## config.mk

```make
export PLATFORM = sky130hd
export DESIGN_NAME = reg_file_mp
export DESIGN_NICKNAME = d
export VERILOG_FILES = /design/src/rtl/reg_file_pkg.sv /design/src/rtl/reg_file_bmerge.sv /design/src/rtl/reg_file_mp.sv
export SDC_FILE = /design/constraint.sdc
export NUM_CORES = 1
export LEC_CHECK = 0
export CAP_MARGIN = 10
export CORE_UTILIZATION = 65
export CTS_CLUSTER_SIZE = 30
export DETAILED_ROUTE_END_ITERATION = 6
export GPL_ROUTABILITY_DRIVEN = 0
export PLACE_DENSITY = 0.84
export SLEW_MARGIN = 15
export SYNTH_ARGS = -nofsm -noshare
export SYNTH_HDL_FRONTEND = slang
export SYNTH_SLANG_ARGS = --single-unit
```

## constraint.sdc

```tcl
create_clock -name clk -period 4.65 [get_ports clk]
set_input_delay 0.93 -clock clk [delete_from_list [all_inputs] [get_ports clk]]
set_output_delay 0.93 -clock clk [all_outputs]
set_load 0.03 [all_outputs]
```

## src/rtl/reg_file_pkg.sv

```systemverilog
// Shared definitions for the multi-port register file.
//   DefaultDataW / DefaultAddrW : default word and address widths
//   reg_file_state_e            : StClear (zero sweep in progress), StReady (accesses accepted)
package reg_file_pkg;

   localparam int unsigned DefaultDataW = 32;
   localparam int unsigned DefaultAddrW = 4;

   typedef enum logic {
      StClear = 1'b0,
      StReady = 1'b1
   } reg_file_state_e;

endpackage

```

## src/rtl/reg_file_bmerge.sv

```systemverilog
// Combinational byte merge: bytes of new_word whose be bit is set replace the
// corresponding bytes of old_word. Shared by the write path and the read bypass.
//   old_word : current storage contents
//   new_word : incoming write data
//   be       : byte enables, bit i covers bits 8i+7:8i
//   merged   : resulting word
module reg_file_bmerge
   import reg_file_pkg::*;
#(
   parameter int unsigned DATA_W = DefaultDataW
) (
   input  logic [DATA_W-1:0]   old_word,
   input  logic [DATA_W-1:0]   new_word,
   input  logic [DATA_W/8-1:0] be,
   output logic [DATA_W-1:0]   merged
);

   always_comb begin
      merged = old_word;
      for (int i = 0; i < int'(DATA_W / 8); i++) begin
         if (be[i]) begin
            merged[8*i +: 8] = new_word[8*i +: 8];
         end
      end
   end

endmodule

```

## src/rtl/reg_file_mp.sv

```systemverilog
// Register file with one byte-enabled write port and two registered read ports.
// After reset the storage is swept to zero one entry per cycle; accesses are only
// accepted once ready is high, and requests made during the sweep raise err.
//   clk, rst_n            : clock, synchronous active-low reset
//   ready, err            : sweep done / access-during-sweep pulse
//   wr_en/addr/be/data    : write port
//   rdN_en/addr           : read requests (N = 0, 1)
//   rdN_data/valid        : read result, one cycle after the request
// Build option: define REG_FILE_MP_BYPASS_EN to make a same-cycle read of the
// write address return the newly merged word instead of the old contents.
module reg_file_mp
   import reg_file_pkg::*;
#(
   parameter int unsigned DATA_W = DefaultDataW,
   parameter int unsigned ADDR_W = DefaultAddrW
) (
   input  logic                clk,
   input  logic                rst_n,
   output logic                ready,
   output logic                err,
   input  logic                wr_en,
   input  logic [ADDR_W-1:0]   wr_addr,
   input  logic [DATA_W/8-1:0] wr_be,
   input  logic [DATA_W-1:0]   wr_data,
   input  logic                rd0_en,
   input  logic [ADDR_W-1:0]   rd0_addr,
   output logic [DATA_W-1:0]   rd0_data,
   output logic                rd0_valid,
   input  logic                rd1_en,
   input  logic [ADDR_W-1:0]   rd1_addr,
   output logic [DATA_W-1:0]   rd1_data,
   output logic                rd1_valid
);

   localparam int unsigned Depth = 2 ** ADDR_W;

   logic [DATA_W-1:0] mem [Depth];

   reg_file_state_e   state_q, state_d;
   logic [ADDR_W-1:0] clr_ptr_q, clr_ptr_d;
   logic              err_q, err_d;

   logic              wr_fire;
   logic [DATA_W-1:0] wr_word;

   // Read ports folded into arrays so both are built from the same logic.
   logic              rd_en   [2];
   logic [ADDR_W-1:0] rd_addr [2];
   logic [DATA_W-1:0] rd_data [2];
   logic              rd_valid[2];

   assign rd_en[0]   = rd0_en;
   assign rd_en[1]   = rd1_en;
   assign rd_addr[0] = rd0_addr;
   assign rd_addr[1] = rd1_addr;
   assign rd0_data   = rd_data[0];
   assign rd1_data   = rd_data[1];
   assign rd0_valid  = rd_valid[0];
   assign rd1_valid  = rd_valid[1];

   assign ready   = (state_q == StReady);
   assign err     = err_q;
   assign wr_fire = wr_en && (state_q == StReady);

   // Merged word for mem[wr_addr]; also the bypass value for a matching read.
   reg_file_bmerge #(
      .DATA_W(DATA_W)
   ) u_bmerge (
      .old_word(mem[wr_addr]),
      .new_word(wr_data),
      .be      (wr_be),
      .merged  (wr_word)
   );

   always_comb begin
      state_d   = state_q;
      clr_ptr_d = clr_ptr_q;
      err_d     = 1'b0;
      unique case (state_q)
         StClear: begin
            clr_ptr_d = clr_ptr_q + 1'b1;
            err_d     = wr_en | rd0_en | rd1_en;
            if (clr_ptr_q == {ADDR_W{1'b1}}) begin
               state_d = StReady;
            end
         end
         StReady: begin
            // Only reset leaves this state.
         end
      endcase
   end

   always_ff @(posedge clk) begin
      if (!rst_n) begin
         state_q   <= StClear;
         clr_ptr_q <= '0;
         err_q     <= 1'b0;
      end else begin
         state_q   <= state_d;
         clr_ptr_q <= clr_ptr_d;
         err_q     <= err_d;
      end
   end

   // Storage has no reset; it is zeroed only by the sweep.
   always_ff @(posedge clk) begin
      if (rst_n) begin
         if (state_q == StClear) begin
            mem[clr_ptr_q] <= '0;
         end else if (wr_fire) begin
            mem[wr_addr] <= wr_word;
         end
      end
   end

   for (genvar p = 0; p < 2; p++) begin : g_rd
      logic              fire;
      logic [DATA_W-1:0] word;
      logic [DATA_W-1:0] data_q;
      logic              valid_q;

      assign fire = rd_en[p] && (state_q == StReady);

`ifdef REG_FILE_MP_BYPASS_EN
      assign word = (wr_fire && (rd_addr[p] == wr_addr)) ? wr_word : mem[rd_addr[p]];
`else
      assign word = mem[rd_addr[p]];
`endif

      always_ff @(posedge clk) begin
         if (!rst_n) begin
            data_q  <= '0;
            valid_q <= 1'b0;
         end else begin
            valid_q <= fire;
            if (fire) begin
               data_q <= word;
            end
         end
      end

      assign rd_data[p]  = data_q;
      assign rd_valid[p] = valid_q;
   end

endmodule

```

==> impl_metrics.env <==
export IMPL_p_leak_uw=0.0115
export IMPL_grt_pass1_vias=16968
export IMPL_cts_resized=0
export IMPL_ys_seq_elements=584
export IMPL_yosysSeqAreaShare_pct=63.2
export IMPL_crit_type="in -> reg"
export IMPL_synth_area_um2=26600
export IMPL_fin_util_pct=76.3
export IMPL_power_switching_uw=2330
export IMPL_grt_setup_unrepaired="false"
export IMPL_grt_antenna_before_repair=0
export IMPL_cts_made_buffers=56
export IMPL_post_synth_top_area_fraction_pct=57.7
export IMPL_critPathMaxStageDelay_ns=0.67
export IMPL_die_width_um=204
export IMPL_grt_util_all_layers_pct=34.8
export IMPL_final_setup_tns_ns=0
export IMPL_synth_async_reset_ratio_pct=0
export IMPL_drt_iter0_drc=1976
export IMPL_final_period_utilization_pct=70.2
export IMPL_finalInstanceArea_um2=30600
export IMPL_yosysWarnings=0
export IMPL_syn_avg_cell_area_um2=17.6
export IMPL_clock_latency_ns=0.62
export IMPL_cpMaxStageDelayCell="nor3_1"
export IMPL_gr_total_overflow=0
export IMPL_tightest_slew_ns=0.861
export IMPL_end_kind="flop"
export IMPL_worst_clock_skew_ns=0.0227
export IMPL_htreeDepth=2
export IMPL_hold_ws_ns=0.493
export IMPL_port_buffers=120
export IMPL_antenna_cells=0
export IMPL_setup_violations=0
export IMPL_synthCells=1516
export IMPL_path_max_fanout=16
export IMPL_ant_nets=0
export IMPL_synthesis_nets=1570
export IMPL_hold_viol=0
export IMPL_relSlewSlack_pct=42.4
export IMPL_start_util_pct=66.4
export IMPL_crit_path_cell_trace="clkdlybuf4s50_1 -> nand3_1 -> nor2_4 -> mux2_2 -> nor3_1 -> buf_4"
export IMPL_hpwl_um=43500
export IMPL_final_nets=1731
export IMPL_synth_cell_types=32
export IMPL_status="completed"
export IMPL_cap_violations=0
export IMPL_area_growth_pct=14.9
export IMPL_p_clk_share_pct=42.6
export IMPL_synthFlopType="edfxtp_1"
export IMPL_drc=0
export IMPL_cts_setup_buffers=0
export IMPL_place_inst=2144
export IMPL_period_needed_ns=3.26
export IMPL_fp_coreArea_um2=40100
export IMPL_via_count=16480
export IMPL_synth_edf_count=512
export IMPL_wire_per_inst_um=31.4
export IMPL_internal_power_uw=8800
export IMPL_crit_required_ns=4.97
export IMPL_cts_tree="yes"
export IMPL_die_height_um=204
export IMPL_cts_num_sinks=584
export IMPL_start_kind="input port"
export IMPL_clk_pin_slew_worst_paths_ns=0.06
export IMPL_vdd_drop_max_mv=0.350
export IMPL_seq_power_share_pct=51.3
export IMPL_dieArea_um2=41800
export IMPL_p_comb_share_pct=6.1
export IMPL_p_sw_share_pct=20.9
export IMPL_hold_class="reg -> reg"
export IMPL_grt_max_degree=62
export IMPL_wirelength_um=70500
export IMPL_yosys_area_top_type="edfxtp_1"
export IMPL_synth_area_leaders="edfxtp_1 (58%), mux4_2 (12%), dfxtp_1 (5.4%)"
export IMPL_layout_drive_gt1_share_pct=24.3
export IMPL_powerDensity_nw_per_um2=364
export IMPL_clockBufferDepth=3
export IMPL_drv_slew=0
export IMPL_worstPathArrival_ns=3.59
export IMPL_grt_first_pass_wirelength_um=105000
export IMPL_core_rowCount=73
export IMPL_holdBufCountCts=0
export IMPL_synth_top_cells_by_count="edfxtp_1 (512), mux4_2 (145), mux2i_1 (133)"
export IMPL_fmax_mhz=306
export IMPL_dpl_cell_area_um2=28700
export IMPL_io_pins=121
export IMPL_synth_most_common_cell="edfxtp_1"
export IMPL_stdcell_count=2245
export IMPL_first_pass_iters=6
export IMPL_nFillCells=2177
export IMPL_clock_root_buffer="clkbuf_16"
export IMPL_vias_per_cell=7.34
kinds of logic (layout without fill, tap and decap cells):
logic type | Yosys count | in the layout | synth area share (%)
multiplexers | 394 | 394 | 24.8
buffers and inverters | 127 | 331 | 2.77
adder cells (fa/ha/maj) | 1 | 1 | 0.0470
flip-flops | 584 | 584 | 63.2
AND/OR/NAND/NOR | 211 | 211 | 3.89
AO/OA/AOI/OAI | 196 | 196 | 5.22
XOR/XNOR | 3 | 3 | 0.0987
cells in the final DEF, fill, tap and decap left out, types with 15 or more instances in the layout:
cell type / n
nand2_1: 79
mux4_2: 145
mux2i_1: 133
a221oi_1: 63
buf_4: 105
clkdlybuf4s50_1: 114
clkbuf_1: 15
mux2_2: 65
clkbuf_16: 57
mux4_1: 46
and2_1: 38
edfxtp_1: 512
o21ai_0: 64
nor3_1: 64
a22oi_1: 65
dfxtp_1: 72
final timing paths:
check / startpoint / end / slack (ns) / cells past startpoint
setup / recovery: wr_en / mem[12][25] / 1.39 / 6
hold / removal: rd1_data[14] / rd1_data[14] / 0.49 / 2
setup reg to reg: ready / mem[12][25] / 1.44 / 5
hold reg to reg: rd1_data[14] / rd1_data[14] / 0.49 / 2
worst max-delay path: cells and delay by family:
family	cells	cell delay, ns
and+or+nand+nor	3	1.23
buffers and inverters	2	0.85
muxes	1	0.57
per-stage QoR:
| stage | setup WS [ns] | total power (µW) |
|---|---|---|
| 3_3_place_gp | 0.973 | 6450 |
| 6_report | 1.39 | 11100 |
| 4_1_cts | 1.46 | 11100 |
| 3_5_place_dp | 0.891 | 6480 |
| 2_1_floorplan | 1.71 | 6260 |
| 5_1_grt | 1.33 | 11400 |
routing by layer:
metal  global-route usage, %  vias to the layer above  routed length, µm
li1                        -                     6637                  -
met1                    46.7                     8331              24500
met2                    55.9                     1288              34700
met3                    7.51                      224               8660
met4                    14.5                        0               2590
met5                       0                        -                  0
registers in the layout, summed over array words and instances, names as in the netlist:
signal     flops
err            1
rd1_data      32
mem          512
clr_ptr_q      4
rd0_data      32
rd1_valid      1
ready          1
rd0_valid      1
cell type report:
class | count | area, µm² | share of cell area, %
clock buffers | 76 | 1540 | 5.03
clock inverters | 25 | 359 | 1.17
flip-flops and latches | 584 | 16800 | 55.0
well taps | 525 | 657 | 2.15
repair buffers | 230 | 2110 | 6.90
multi-input cells | 805 | 9110 | 29.8
power by group through the flow:
stage | clock network [µW] | registers [µW] | logic (µW)
after floorplan | 0 | 5810 | 450
after global placement | 0 | 5810 | 642
after detailed placement | 0 | 5820 | 658
after CTS | 4750 | 5710 | 665
after global routing | 4950 | 5710 | 695
final | 4750 | 5710 | 674
(Power assumes the default switching activity.)
